$ cat src/rtl/load_store_unit.sv
// Load/store unit: maps byte..doubleword accesses onto a 64-bit, word-write-only data memory.
// Sub-doubleword stores use read-modify-write. Loads are sign- or zero-extended.
module load_store_unit #(
  parameter int xlen = 64
) (
  input  logic            clk,
  input  logic            rst,
  input  logic            req_valid,
  output logic            req_ready,
  input  logic            req_is_store,
  input  logic [2:0]      req_funct3,
  input  logic [xlen-1:0] req_addr,
  input  logic [xlen-1:0] req_wdata,
  output logic            resp_valid,
  output logic [xlen-1:0] resp_rdata,
  output logic            resp_fault,
  output logic [xlen-1:0] mem_address,
  output logic [xlen-1:0] mem_write_data,
  output logic            mem_write_en,
  output logic            mem_read_en,
  input  logic [xlen-1:0] mem_read_data
);

  // Handshake: a request is taken on a rising edge where req_valid && req_ready;
  // req_ready is high only in IDLE and not before the first edge after reset.
  typedef enum logic [1:0] {IDLE, READ, WRITE, RESP} state_t;

  state_t          state, state_next;
  logic            live;
  logic            is_store_q;
  logic [2:0]      funct3_q;
  logic [xlen-1:0] addr_q;
  logic [xlen-1:0] wdata_q;
  logic [xlen-1:0] merge_q;
  logic [xlen-1:0] result_q;
  logic            fault_q;

  logic            accept;
  logic            illegal_in;
  logic            misaligned_in;
  logic            fault_in;
  logic [5:0]      shamt;
  logic [xlen-1:0] lane;
  logic [xlen-1:0] load_ext;
  logic [xlen-1:0] mask;
  logic [xlen-1:0] merged;

  assign accept = req_valid && req_ready;

  always_comb begin
    illegal_in    = req_is_store ? req_funct3[2] : (req_funct3 == 3'b111);
    misaligned_in = 1'b0;
    case (req_funct3[1:0])
      2'b00:   misaligned_in = 1'b0;
      2'b01:   misaligned_in = req_addr[0];
      2'b10:   misaligned_in = |req_addr[1:0];
      default: misaligned_in = |req_addr[2:0];
    endcase
    fault_in = illegal_in || misaligned_in;
  end

  // Lane offset in bits, little-endian within the doubleword.
  assign shamt = {addr_q[2:0], 3'b000};
  assign lane  = mem_read_data >> shamt;

  always_comb begin
    load_ext = lane;
    case (funct3_q)
      3'b000:  load_ext = {{(xlen-8){lane[7]}}, lane[7:0]};
      3'b001:  load_ext = {{(xlen-16){lane[15]}}, lane[15:0]};
      3'b010:  load_ext = {{(xlen-32){lane[31]}}, lane[31:0]};
      3'b100:  load_ext = {{(xlen-8){1'b0}}, lane[7:0]};
      3'b101:  load_ext = {{(xlen-16){1'b0}}, lane[15:0]};
      3'b110:  load_ext = {{(xlen-32){1'b0}}, lane[31:0]};
      default: load_ext = lane;
    endcase
  end

  always_comb begin
    case (funct3_q[1:0])
      2'b00:   mask = {{(xlen-8){1'b0}}, 8'hFF};
      2'b01:   mask = {{(xlen-16){1'b0}}, 16'hFFFF};
      2'b10:   mask = {{(xlen-32){1'b0}}, 32'hFFFF_FFFF};
      default: mask = '1;
    endcase
    merged = (merge_q & ~(mask << shamt)) | ((wdata_q & mask) << shamt);
  end

  always_ff @(posedge clk or posedge rst) begin
    if (rst) begin
      state <= IDLE;
      live  <= 1'b0;
    end else begin
      state <= state_next;
      live  <= 1'b1;
    end
  end

  always_comb begin
    state_next     = state;
    req_ready      = 1'b0;
    resp_valid     = 1'b0;
    resp_fault     = 1'b0;
    resp_rdata     = '0;
    mem_address    = '0;
    mem_write_data = '0;
    mem_write_en   = 1'b0;
    mem_read_en    = 1'b0;
    case (state)
      IDLE: begin
        req_ready = live;
        if (accept) begin
          if (fault_in)
            state_next = RESP;
          else if (req_is_store && req_funct3 == 3'b011)
            state_next = WRITE;
          else
            state_next = READ;
        end
      end
      READ: begin
        mem_read_en = 1'b1;
        mem_address = {addr_q[xlen-1:3], 3'b000};
        state_next  = is_store_q ? WRITE : RESP;
      end
      WRITE: begin
        mem_write_en   = 1'b1;
        mem_address    = {addr_q[xlen-1:3], 3'b000};
        mem_write_data = (funct3_q == 3'b011) ? wdata_q : merged;
        state_next     = RESP;
      end
      default: begin
        resp_valid = 1'b1;
        resp_fault = fault_q;
        resp_rdata = result_q;
        state_next = IDLE;
      end
    endcase
  end

  always_ff @(posedge clk or posedge rst) begin
    if (rst) begin
      is_store_q <= 1'b0;
      funct3_q   <= '0;
      addr_q     <= '0;
      wdata_q    <= '0;
      merge_q    <= '0;
      result_q   <= '0;
      fault_q    <= 1'b0;
    end else begin
      if (accept) begin
        is_store_q <= req_is_store;
        funct3_q   <= req_funct3;
        addr_q     <= req_addr;
        wdata_q    <= req_wdata;
        fault_q    <= fault_in;
        result_q   <= '0;
      end
      if (state == READ) begin
        if (is_store_q)
          merge_q <= mem_read_data;
        else
          result_q <= load_ext;
      end
    end
  end

endmodule
$ cat config.mk
export PLATFORM = sky130hd
export DESIGN_NAME = load_store_unit
export DESIGN_NICKNAME = d
export VERILOG_FILES = /design/src/rtl/load_store_unit.sv
export SDC_FILE = /design/constraint.sdc
export NUM_CORES = 1
export LEC_CHECK = 0
export ABC_AREA = 1
export CAP_MARGIN = 10
export CORE_AREA = 2 2 191 193
export DETAILED_ROUTE_END_ITERATION = 10
export DIE_AREA = 0 0 193 195
export MAX_ROUTING_LAYER = met4
export PLACE_DENSITY = 0.74
export SETUP_SLACK_MARGIN = 0.4
export SLEW_MARGIN = 40
export SYNTH_ARGS = -nofsm -noshare
export SYNTH_HDL_FRONTEND = slang
export SYNTH_SLANG_ARGS = --single-unit
$ cat constraint.sdc
create_clock -name clk -period 14.3 [get_ports clk]
set_input_delay 2.145 -clock clk [delete_from_list [all_inputs] [get_ports clk]]
set_output_delay 2.145 -clock clk [all_outputs]
set_load 0.01 [all_outputs]
==> results.md <==
- Status: finished clean
- Leakage power: 10.5 nW
- Reg2reg start: addr_q[2]$_DFFE_PP0P_
- Crit Path Category: reg2out
- Hold WC Path Type: reg2reg
- CTS tree: done
- Synth warn: 0
- Mapped Area: 15900 um^2
- Worst endpoint required time: 12.15 ns
- Hold-fix buffers at CTS: 0
- Vias/cell: 5.60
- Worst Tran Pin Value: 0.854 ns
- Layout cell share with drive strength beyond 1: 0.0428
- Dpl cells: 3140
- Mapped Cells: 2425
- Fin crit share: 0.459
- Die area: 37600 um^2
- Final ANT Viol Nets: 0
- Seq/Total Area, Yosys: 0.416
- Synth Area in Simple Gates: 0.313
- Synth Area in XOR/XNOR: 0
- Hold Violations, Final: 0
- WL/cell: 22.3 um
- Core area: 35400 um^2
- Vias in the first global route: 17300
- Unrepaired setup endpoints after global routing: no
- Fillcell total: 3419
- CP endpoint kind: output port
- Leading area contributor after synthesis: dfrtp_1
- Worst setup margin: 7.74 ns
- Setup TNS Final: 0 ns
- HP Start: addr_q[59]$_DFFE_PP0P_
- Wire length of the first global-routing pass: 106 mm
- Reg2reg end: result_q[40]$_DFF_PP0_
- H-tree levels: 1
- Die Ht: 195 um
- Yosys top cell area share: 0.416
- Ys flop type: dfrtp_1
- Io pins: 396
- Row cnt: 69
- Detail Placement HPWL: 52.9 mm
- CTS Buffer Depth: 3
- Most frequent cell after synthesis: nand2_1
- Fraction of registers with async set/reset: 1.00
- DR DRC count: 0
- Synth area leaders: dfrtp_1, nand2_1, o21ai_0
- Max Slew Vio Count: 0
- Seq cells post-synth: 264
- TritonCTS Sinks: 264
- Largest net degree at the start of global routing: 119
- Final setup violation count: 0
- Postcts setup bufs: 0
- Adder-cell share of the synthesized area: 0.00315
- Post-synth cell types: 32
- Setup crit start kind: flop
- Post-cts sizing count: 0
- Hold endpoint: addr_q[59]$_DFFE_PP0P_
- Worst Path Max Fanout: 51
- RD Place Congestion: 1.02
- Rel. slew slack: 0.431
- Crit path DAT: 4.42 ns
- Register-to-Register Path Depth: 11
- Worst Clk Skew: 0.0187 ns
- Vias after detailed routing: 17900
- Fin cells: 3196
- Flop-to-flop setup slack: 10.47 ns
- Global-route usage over all layers: 0.387
- IO Port Bufs: 392
- Fin nets: 2914
- Compound-Gate Fraction of Synth Area: 0.153
- Main combinational cell family by area after synthesis: simple AND/OR/NAND/NOR gates
- DIE WIDTH: 193 um
- Antenna violations before repair: 1
- Cell depth of the worst hold path: 2
- Max VDD drop: 0.158 mV
- First drt pass iteration count: 6
- Mux share of post-synthesis cell area: 0.0105
- Worst-skew pair later-pin latency: 0.58 ns
- Post-synth EDFFs: 0
- Fmax: 152 MHz
- Final min period: 6.56 ns
- Pre-CTS WS: 8.47 ns
- Layout Area Growth over Synthesis: 31.8%
- Drt initial violations: 1960
- Synthesized area per cell: 6.55 um^2
- Root buf cell: clkbuf_16
- Total gr overflow: 0
- Starting Density: 0.449
- Fin Hold WS: 0.482 ns
- Cell Pwr Density: 253 nW/um^2
- Clk slew on worst S/H paths: 0.07 ns
- Routed WL: 71.3 mm
- Synth top cells by count: nand2_1, dfrtp_1, inv_1
- CTS buffer count: 30
- Max-cap violations: 0
## per-layer routing
| metal | share of wire | global-route usage | up-vias |
|---|---|---|---|
| met4 | 0.050 | 0.158 | 0 |
| met3 | 0.099 | 0.0733 | 184 |
| met2 | 0.45 | 0.594 | 1018 |
| li1 | - | - | 8200 |
| met1 | 0.40 | 0.504 | 8481 |
| met5 | 0 | - | - |
## cell type report
type / count / area [um^2] / area share
inverter: 254 / 968 / 0.0462
antenna: 1 / 2.50 / 0.000119
sequential: 264 / 6610 / 0.316
clock inverter: 16 / 209 / 0.00997
multi-input combinational: 1750 / 7670 / 0.366
clock buffer: 39 / 815 / 0.0389
timing repair buffer: 411 / 4090 / 0.195
tap: 461 / 577 / 0.0275
## through the flow
| step | power, mW | utilization | cell area [um^2] |
|---|---|---|---|
| after floorplan | 3.08 | - | 15900 |
| after global placement | 4.39 | 0.562 | 19900 |
| after detailed placement | 4.40 | 0.563 | 19900 |
| after CTS | 5.23 | 0.592 | 20900 |
| after global routing | 5.62 | 0.592 | 20900 |
| final | 5.29 | 0.592 | 20900 |
## placed cells by master (no fill, tap or decap), drive strengths merged
cell / n
a211oi: 5
a21oi: 164
a22oi: 7
a31oi: 6
buf: 19
bufinv: 4
clkbuf: 39
clkdlybuf4s50: 392
clkinv: 8
clkinvlp: 4
conb: 4
dfrtp: 264
diode: 1
ha: 4
inv: 254
mux2: 13
mux2i: 2
nand2: 928
nand3: 121
nand4: 13
nor2: 183
nor3: 8
o2111ai: 6
o211ai: 8
o21ai: 265
o22ai: 7
o31ai: 1
or2: 5
## worst max path at each step
| stage | endpoint | slack, ns | startpoint |
|---|---|---|---|
| 2_1_floorplan | addr_q[0]$_DFFE_PP0P_ | 4.89 | rst |
| 3_3_place_gp | mem_write_data[30] | 8.30 | funct3_q[1]$_DFFE_PP0P_ |
| 3_5_place_dp | mem_write_data[41] | 8.47 | addr_q[2]$_DFFE_PP0P_ |
| 4_1_cts | mem_write_data[41] | 7.85 | addr_q[2]$_DFFE_PP0P_ |
| 5_1_grt | mem_write_data[54] | 7.57 | funct3_q[1]$_DFFE_PP0P_ |
| 6_report | mem_write_data[41] | 7.74 | addr_q[2]$_DFFE_PP0P_ |
## critical path: stages (launching register included)
cell and delay, ns:
dfrtp_1 0.37, buf_4 0.33, inv_2 0.66, nand2_1 0.10, buf_4 0.27, inv_1 0.50
buf_4 0.38, nand3_1 0.10, nand2_1 0.07, a21oi_1 0.05, a31oi_1 0.34, clkdlybuf4s50_1 0.62
## sequential cells by signal (all words and copies together) (netlist names)
| register | cells |
|---|---|
| wdata_q | 64 |
| is_store_q | 1 |
| live | 1 |
| fault_q | 1 |
| state | 2 |
| funct3_q | 3 |
| addr_q | 64 |
| merge_q | 64 |
| result_q | 64 |
## cell families (layout without fill, tap and decap cells)
logic type | after synthesis | after routing
and+or+nand+nor | 1258 | 1258
AOI/OAI and AO/OA | 469 | 469
other | 2 | 5
buffers and inverters | 413 | 720
adders and majority gates | 4 | 4
muxes | 15 | 15
DFF | 264 | 264
## power by group
group / internal, mW / switching, mW / total (mW)
clock: 0.475 / 0.337 / 0.812
combinational: 1.09 / 1.90 / 2.99
sequential: 1.12 / 0.377 / 1.49
total: 2.68 / 2.61 / 5.29
No activity file was read; power rests on OpenSTA's default activity.
